### config.mk
export PLATFORM = sky130hd
export DESIGN_NAME = aes_frame_loader
export DESIGN_NICKNAME = d
export VERILOG_FILES = /design/src/rtl/aes_loader_pkg.sv /design/src/rtl/aes_byte_shreg128.sv /design/src/rtl/aes_frame_loader.sv
export SDC_FILE = /design/constraint.sdc
export NUM_CORES = 1
export LEC_CHECK = 0
export CELL_PAD_IN_SITES_DETAIL_PLACEMENT = 1
export CELL_PAD_IN_SITES_GLOBAL_PLACEMENT = 2
export CORE_MARGIN = 3
export CORE_UTILIZATION = 33
export CTS_CLUSTER_DIAMETER = 100
export CTS_CLUSTER_SIZE = 28
export DETAILED_ROUTE_END_ITERATION = 6
export PLACE_DENSITY_LB_ADDON = 0.1
export SYNTH_ARGS = -nofsm -noshare
export SYNTH_HDL_FRONTEND = slang
export SYNTH_HIERARCHICAL = 1
export SYNTH_SLANG_ARGS = --single-unit
### constraint.sdc
create_clock -name clk -period 6.6 [get_ports clk]
set_clock_uncertainty 0.15 [all_clocks]
set_input_delay 0.99 -clock clk [delete_from_list [all_inputs] [get_ports clk]]
set_output_delay 0.99 -clock clk [all_outputs]
set_load 0.01 [all_outputs]
### src/rtl/aes_loader_pkg.sv
// Shared definitions for the aes_frame_loader slice.
// Holds the loader state encoding, the header layout (magic field and flag
// bit positions) and the block size in bytes.
package aes_loader_pkg;

  typedef enum logic [2:0] {
    ST_IDLE  = 3'd0,
    ST_KEY   = 3'd1,
    ST_TEXT  = 3'd2,
    ST_START = 3'd3,
    ST_WAIT  = 3'd4
  } state_e;

  localparam logic [5:0]  HDR_MAGIC      = 6'b101010;
  localparam int unsigned BLOCK_BYTES    = 16;
  localparam int unsigned HDR_NEWKEY_BIT = 1;
  localparam int unsigned HDR_MODE_BIT   = 0;

  // Header bits [7:2] must carry the magic pattern.
  function automatic logic hdr_magic_ok(input logic [7:0] hdr);
    return hdr[7:2] == HDR_MAGIC;
  endfunction

endpackage

### src/rtl/aes_byte_shreg128.sv
// 128-bit byte-wide shift register, MSB first.
// Ports:
//   clk     - rising-edge clock
//   clr_i   - synchronous clear (wins over shift)
//   shift_i - shift left by one byte, inserting byte_i at [7:0]
//   byte_i  - incoming byte
//   word_o  - assembled 128-bit word
module aes_byte_shreg128 (
  input  logic         clk,
  input  logic         clr_i,
  input  logic         shift_i,
  input  logic [7:0]   byte_i,
  output logic [127:0] word_o
);

  logic [127:0] word_q;

  always_ff @(posedge clk) begin
    if (clr_i) begin
      word_q <= '0;
    end else if (shift_i) begin
      word_q <= {word_q[119:0], byte_i};
    end
  end

  assign word_o = word_q;

endmodule

### src/rtl/aes_frame_loader.sv
// Byte-stream front end for aes_core: parses a header byte, assembles an
// optional 128-bit key and a 128-bit text block, pulses start for one cycle
// and holds key/text/mode stable until the core reports done (or timeout).
// Ports:
//   clk, reset_n          - clock, synchronous active-low reset
//   s_byte/s_valid/s_ready - input byte stream handshake
//   core_start_out        - one-cycle start pulse to aes_core
//   core_en_or_de_out     - 1 = encrypt, 0 = decrypt
//   core_key_out          - key word to aes_core
//   core_text_out         - text block to aes_core
//   core_done_in          - completion from aes_core
//   busy_out              - loader not idle
//   frame_err_out         - one-cycle pulse on header error or timeout
module aes_frame_loader
  import aes_loader_pkg::*;
#(
  parameter int unsigned TIMEOUT_CYCLES = 4096
) (
  input  logic         clk,
  input  logic         reset_n,
  input  logic [7:0]   s_byte,
  input  logic         s_valid,
  output logic         s_ready,
  output logic         core_start_out,
  output logic         core_en_or_de_out,
  output logic [127:0] core_key_out,
  output logic [127:0] core_text_out,
  input  logic         core_done_in,
  output logic         busy_out,
  output logic         frame_err_out
);

  localparam int unsigned   TW      = $clog2(TIMEOUT_CYCLES + 1);
  localparam logic [TW-1:0] TO_LAST = TW'(TIMEOUT_CYCLES - 1);
  localparam logic [TW-1:0] TO_MAX  = TW'(TIMEOUT_CYCLES);
  localparam logic [3:0]    CNT_LAST = 4'(BLOCK_BYTES - 1);

  state_e        state_q, state_d;
  logic [3:0]    cnt_q, cnt_d;
  logic [TW-1:0] to_q, to_d;
  logic          key_loaded_q, key_loaded_d;
  logic          mode_q, mode_d;
  logic          err_q, err_d;
  logic          accept;

  assign s_ready = reset_n &&
                   (state_q == ST_IDLE || state_q == ST_KEY || state_q == ST_TEXT);
  assign accept  = s_valid && s_ready;

  aes_byte_shreg128 u_key_shreg (
    .clk     (clk),
    .clr_i   (~reset_n),
    .shift_i (accept && state_q == ST_KEY),
    .byte_i  (s_byte),
    .word_o  (core_key_out)
  );

  aes_byte_shreg128 u_text_shreg (
    .clk     (clk),
    .clr_i   (~reset_n),
    .shift_i (accept && state_q == ST_TEXT),
    .byte_i  (s_byte),
    .word_o  (core_text_out)
  );

  always_comb begin
    state_d      = state_q;
    cnt_d        = cnt_q;
    to_d         = to_q;
    key_loaded_d = key_loaded_q;
    mode_d       = mode_q;
    err_d        = 1'b0;
    unique case (state_q)
      ST_IDLE: begin
        if (accept) begin
          if (!hdr_magic_ok(s_byte)) begin
            err_d = 1'b1;
          end else if (!s_byte[HDR_NEWKEY_BIT] && !key_loaded_q) begin
            err_d = 1'b1;
          end else begin
            mode_d  = s_byte[HDR_MODE_BIT];
            cnt_d   = '0;
            state_d = s_byte[HDR_NEWKEY_BIT] ? ST_KEY : ST_TEXT;
          end
        end
      end
      ST_KEY: begin
        if (accept) begin
          cnt_d = cnt_q + 4'd1;
          if (cnt_q == CNT_LAST) begin
            state_d      = ST_TEXT;
            key_loaded_d = 1'b1;
          end
        end
      end
      ST_TEXT: begin
        if (accept) begin
          cnt_d = cnt_q + 4'd1;
          if (cnt_q == CNT_LAST) begin
            state_d = ST_START;
          end
        end
      end
      ST_START: begin
        state_d = ST_WAIT;
        to_d    = '0;
      end
      ST_WAIT: begin
        // Done is only honoured here, so a level left high from an earlier
        // operation cannot end the wait before this operation's start.
        if (core_done_in) begin
          state_d = ST_IDLE;
        end else if (to_q == TO_LAST) begin
          state_d = ST_IDLE;
          err_d   = 1'b1;
        end else if (to_q != TO_MAX) begin
          to_d = to_q + 1'b1;
        end
      end
      default: state_d = ST_IDLE;
    endcase
  end

  always_ff @(posedge clk) begin
    if (!reset_n) begin
      state_q      <= ST_IDLE;
      cnt_q        <= '0;
      to_q         <= '0;
      key_loaded_q <= 1'b0;
      mode_q       <= 1'b0;
      err_q        <= 1'b0;
    end else begin
      state_q      <= state_d;
      cnt_q        <= cnt_d;
      to_q         <= to_d;
      key_loaded_q <= key_loaded_d;
      mode_q       <= mode_d;
      err_q        <= err_d;
    end
  end

  assign core_start_out    = (state_q == ST_START);
  assign core_en_or_de_out = mode_q;
  assign busy_out          = (state_q != ST_IDLE);
  assign frame_err_out     = err_q;

endmodule

* After elaboration in Yosys (flattened, before gate mapping)
Cells that the tools add are included.
Widths: inputs -> output; s select.
** Storage, ports and cells
- Input bits :: 12
- Word-level logic and storage cells :: 76
- Output and inout bits :: 261
- Flip-flop bits (word level) :: 279
** Cells by class
- Mux-type cells :: 26
- Bitwise logic cells :: 1
- Eq/ne operators :: 20
- Add/subtract/negate cells :: 2
- Reduce and logical (&&, ||, !) cells :: 19
** Operators by type and width (number)
- $mux 13 :: 3
- $mux 3 :: 9
- $pmux 13 s2 :: 1
- $mux 4 :: 4
- $pmux 3 s5 :: 1
- $ne 2x2->1 const B :: 7
- $add 13x1->13 const B :: 1
- $eq 13x12->1 const B :: 1
- $ne 13x13->1 const B :: 1
- $ne 2x1->1 const B :: 4
- $pmux 4 s2 :: 1
- $reduce_and 4->1 :: 2
- $reduce_and 8->1 :: 1
- $eq 3x2->1 const B :: 2
- $eq 6x6->1 const B :: 1
- $logic_and 1x1->1 :: 5
- $mux 1 :: 5
- $reduce_and 5->1 :: 1
- $add 4x1->4 const B :: 1
- $eq 4x4->1 const B :: 1
- $reduce_bool 2->1 :: 2
- $eq 3x1->1 const B :: 1
- $eq 3x3->1 const B :: 1
- $logic_not 3->1 :: 1
- 9 further kinds :: 11

* Longest topological paths before layout
- Depth in word-level cells :: 7
- Depth in mapped cells :: 7
- Depth with buffers taken out :: 6

* Hierarchy
Netlist, hierarchy kept.
** By module, submodules not included
- aes_byte_shreg128 :: times used 2, area each 4652.0 µm², cells an instance 412, sequential area each 2562.5 µm²
- aes_frame_loader :: times used 1, area each 1366.3 µm², cells an instance 159, sequential area each 460.4 µm²

* Least setup slack after synthesis
Ideal clock, no wire load.
- Kind :: input to register
- Start point :: input reset_n
- End point :: register u_key_shreg.word_q[100] (netlist: u_key_shreg/word_o[100])
- Data required time :: 6.322 ns
- Library setup time :: 0.128 ns
- Path buffers :: 3
- Arrival :: 2.585 ns
- Stages :: 7
- Setup slack :: 3.737 ns
- Cell sequence :: clkbuf_1 -> nand3b_1 -> nor3b_1 -> buf_12 -> buf_12 -> mux2i_1 -> nor2_1
** On the way
- Word-level cells in the longest chain between the ends :: 3
** Ends and longest elaborated chain
- start: declaration :: line aes_frame_loader.sv:20 : input logic reset_n,
- $logic_and 1x1->1 :: line aes_frame_loader.sv:46 : assign s_ready = reset_n &&
- $logic_and 1x1->1 :: line aes_frame_loader.sv:48 : assign accept = s_valid && s_ready;
- $logic_and 1x1->1 :: line aes_frame_loader.sv:53 : .shift_i (accept && state_q == ST_KEY),
- end signal: assignment :: line aes_byte_shreg128.sv:22 : word_q <= {word_q[119:0], byte_i};
- end: declaration :: line aes_byte_shreg128.sv:16 : logic [127:0] word_q;
Several ways; a longest one is shown, not always the timed one.
A chain may end at the register's enable or synchronous reset.

* Final worst setup path
- Start point :: input reset_n
- End point :: output s_ready
** On the way
- Word-level cells in the longest chain between the ends :: 1
** Ends and longest elaborated chain
- $logic_and 1x1->1 :: line aes_frame_loader.sv:46
- end: declaration :: line aes_frame_loader.sv:23 : output logic s_ready,
No other way between the ends.

==> metrics <==
Tmin final between 3 and 4 ns; CTS clk-pin slew, worst paths 0.11 ns; Synth area leaders dfxtp_1, mux2i_1, nor2_1, buf_12, clkbuf_1; core area approximately 0.032 sq mm; Post-DRT Antenna Nets 0; Nets 1,225; DRT iter0 DRCs roughly 350; EDFF count, synth 0; Layout Utilization 0.432; Fin. Hold Viols 0; Max Cap Viol 0; Final HPWL DP between 15 and 20 mm; first-pass GRT wire length between 40 and 50 mm; R2R Setup Slk 3.96 ns; Syn Area/Cell between 10 and 15 sq um; switching share of power 0.218; CTS tree done; leakage power ~4.4 nW; Hold Path Depth 2; P per Cell Area 201 mW/mm^2; via count roughly 7,600; Initial Utilization 0.336; Die ar. 0.0345 sq mm; total grt overflow 0; CTS Buf Count 14; sequential power share 0.611; unrepaired setup endpoints after global routing no; IO Port Bufs 272; multi-input logic area approximately 0.0044 sq mm; final worst-path cycle share 0.586; WP data arrival 2.73 ns; Startpoint Class input port; share of cells above drive strength 1 0.0280; cell area after synthesis ~0.011 sq mm; Setup Buffers After CTS 0; Residual DRC 0; final wirelength approximately 28 mm; clk_lat worst skew 0.49 ns; Synth warnings 6; FMAX about 260 MHz; Via density 4.71; Synth top area share 0.523; Placer Congestion around 0.73; CP max FO 11; hold_sp u_text_shreg/word_o[127]$_SDFFE_PP0P_; Netlist cell types 51; CP Capture Type output pin; Pins Over Slew Limit 0; pin count of the biggest net entering global routing 134; PostCTS Resize Cnt 0; endpoints failing setup 0; P_int 2.16 mW; antenna violations before repair 2; chip width ~190 microns; hold_buf cts 0; sw power about 0.6 mW; r2r worst-path depth 5; Worst Max-Slew Pin Slew just over 1 ns; number of global-route vias before repair between 7,000 and 8,000; Post-Place Setup Slack around 2.6 ns; Hold Path End u_text_shreg/word_o[127]$_SDFFE_PP0P_; # fillers between 3,000 and 4,000; relative max-transition margin 0.321; register area 0.00559 sq mm; H-tree levels 1; CTS root buffer clkbuf_16; worst reg2reg path startpoint state_q[2]$_SDFFE_PN0P_; clock sinks between 200 and 300; run status complete, no violations; Yosys reg bits between 200 and 300; fraction of registers with async set/reset 0; drt pass-1 iters 4; final worst slack about 2.7 ns; synthesized instance count about 980; combinational power share 0.017; crit path kind input port to output pin; Hold/Removal Path Class flop to flop; dominant cell type by area after synthesis dfxtp_1; post-synthesis sequential area ratio 0.523; Area Growth Syn to Fin 28.5%; Reg-to-Reg End u_key_shreg/word_o[107]$_SDFFE_PP0P_; Ports about 270; GR Util All Layers 0.158; die height roughly 190 microns; Peak VDD IR about 0.11 mV; clock buffer depth 3; Routed WL per cell approximately 18 microns; Critical Path RT 5.46 ns; ys flop type dfxtp_1; Row Count 65; syn nets between 900 and 1,000; Clk pwr share 0.372; # diodes 0; Total Neg Setup Slack 0 ns
==> cell families after synthesis <==
logic type	count (synthesis)	share of synthesized area
multiplexers	260	0.244
AO/OA/AOI/OAI	39	0.0274
XOR/XNOR	4	0.00328
adder cells (fa/ha/maj)	3	0.00352
flip-flops	279	0.523
AND/OR/NAND/NOR	328	0.131
buffers and inverters	70	0.0679
==> synthesized netlist by cell type, drive strengths merged, types with 2 or more instances <==
cell type  number
a2111oi         2
a21oi          12
a31oi           2
a41oi           2
and2            2
and3            2
buf            38
clkbuf         26
dfxtp         279
ha              3
inv             5
mux2i         260
nand2          12
nand2b          2
nand3           7
nand3b          2
nand4           4
nor2          271
nor3            5
nor3b           2
nor4            3
nor4b           4
o2111ai         2
o21ai           6
o31ai           4
or3             3
or4             4
xnor2           4
==> routing by layer <==
metal	vias up	global-route usage	share of wire
li1	3782	-	-
met1	3646	0.209	0.46
met2	154	0.261	0.46
met3	24	0.0496	0.072
met4	4	0.0232	0.0096
met5	-	0	0.00084
==> state kept, by name (all words and copies together), names as in the netlist <==
| name | cells |
|---|---|
| u_key_shreg/word_o | 128 |
| u_text_shreg/word_o | 128 |
| to_q | 13 |
| cnt_q | 4 |
| state_q | 3 |
| core_en_or_de_out | 1 |
| frame_err_out | 1 |
| key_loaded_q | 1 |
==> cell usage in the layout (no fill, tap or decap), types with 2 or more instances in the layout <==
cell / synthesis / routed
dfxtp_1: 279 / 279
clkdlybuf4s50_1: 0 / 272
nor2_1: 270 / 270
mux2i_1: 260 / 260
clkbuf_16: 0 / 15
a21oi_1: 12 / 12
nand2_1: 12 / 12
nand3_1: 7 / 7
o21ai_0: 6 / 6
inv_1: 5 / 5
nor3_1: 5 / 5
nand4_1: 4 / 4
o31ai_1: 4 / 4
or4_1: 4 / 4
xnor2_1: 4 / 4
or3_1: 3 / 3
inv_8: 0 / 3
nor4b_1: 3 / 3
ha_1: 3 / 3
buf_12: 26 / 3
nand3b_1: 2 / 2
nor3b_2: 0 / 2
nand2b_1: 2 / 2
and3_1: 2 / 2
and2_1: 2 / 2
nor4_1: 2 / 2
a41oi_1: 2 / 2
a31oi_1: 2 / 2
==> power groups by stage <==
stage / sequential [mW] / clock (mW) / combinational (mW)
3_3_place_gp: 1.72 / 0 / 0.0485
2_1_floorplan: 1.72 / 0 / 0.0281
5_1_grt: 1.68 / 1.15 / 0.0520
6_report: 1.68 / 1.03 / 0.0465
3_5_place_dp: 1.72 / 0 / 0.0481
4_1_cts: 1.68 / 1.09 / 0.0480
==> area by class of cell <==
type,count,share of cell area
flip-flops and latches,279,0.407
repair buffers,275,0.203
well taps,402,0.0367
inverters,6,0.00219
clock inverters,4,0.00438
multi-input cells,634,0.319
clock buffers,15,0.0274
==> metrics by stage <==
step | instance area, sq um | total power, mW | cells | hold WS, ns
4_1_cts | 13700 | 2.82 | 1615 | 0.358
5_1_grt | 13700 | 2.89 | 1615 | 0.381
3_5_place_dp | 13300 | 1.77 | 1596 | 0.332
6_report | 13700 | 2.76 | 1615 | 0.354
3_3_place_gp | 13300 | 1.77 | 1596 | 0.322
2_1_floorplan | 10700 | 1.75 | 983 | 0.299
==> worst max-delay path by stage <==
stage / start / end / slack, ns / cells after the start
after floorplan: reset_n / u_key_shreg/word_o[100]$_SDFFE_PP0P_ / 3.74 / 7
after global placement: reset_n / u_text_shreg/word_o[126]$_SDFFE_PP0P_ / 2.65 / 6
after detailed placement: reset_n / u_key_shreg/word_o[107]$_SDFFE_PP0P_ / 2.58 / 6
after CTS: reset_n / s_ready / 2.72 / 4
after global routing: reset_n / s_ready / 2.53 / 4
final: reset_n / s_ready / 2.73 / 4
==> critical path, cell delays in order <==
cell and delay (ns):
clkdlybuf4s50_1 0.82, nand2b_1 0.14, a21oi_1 0.20, clkdlybuf4s50_1 0.57
No activity file was read; power rests on OpenSTA's default activity.
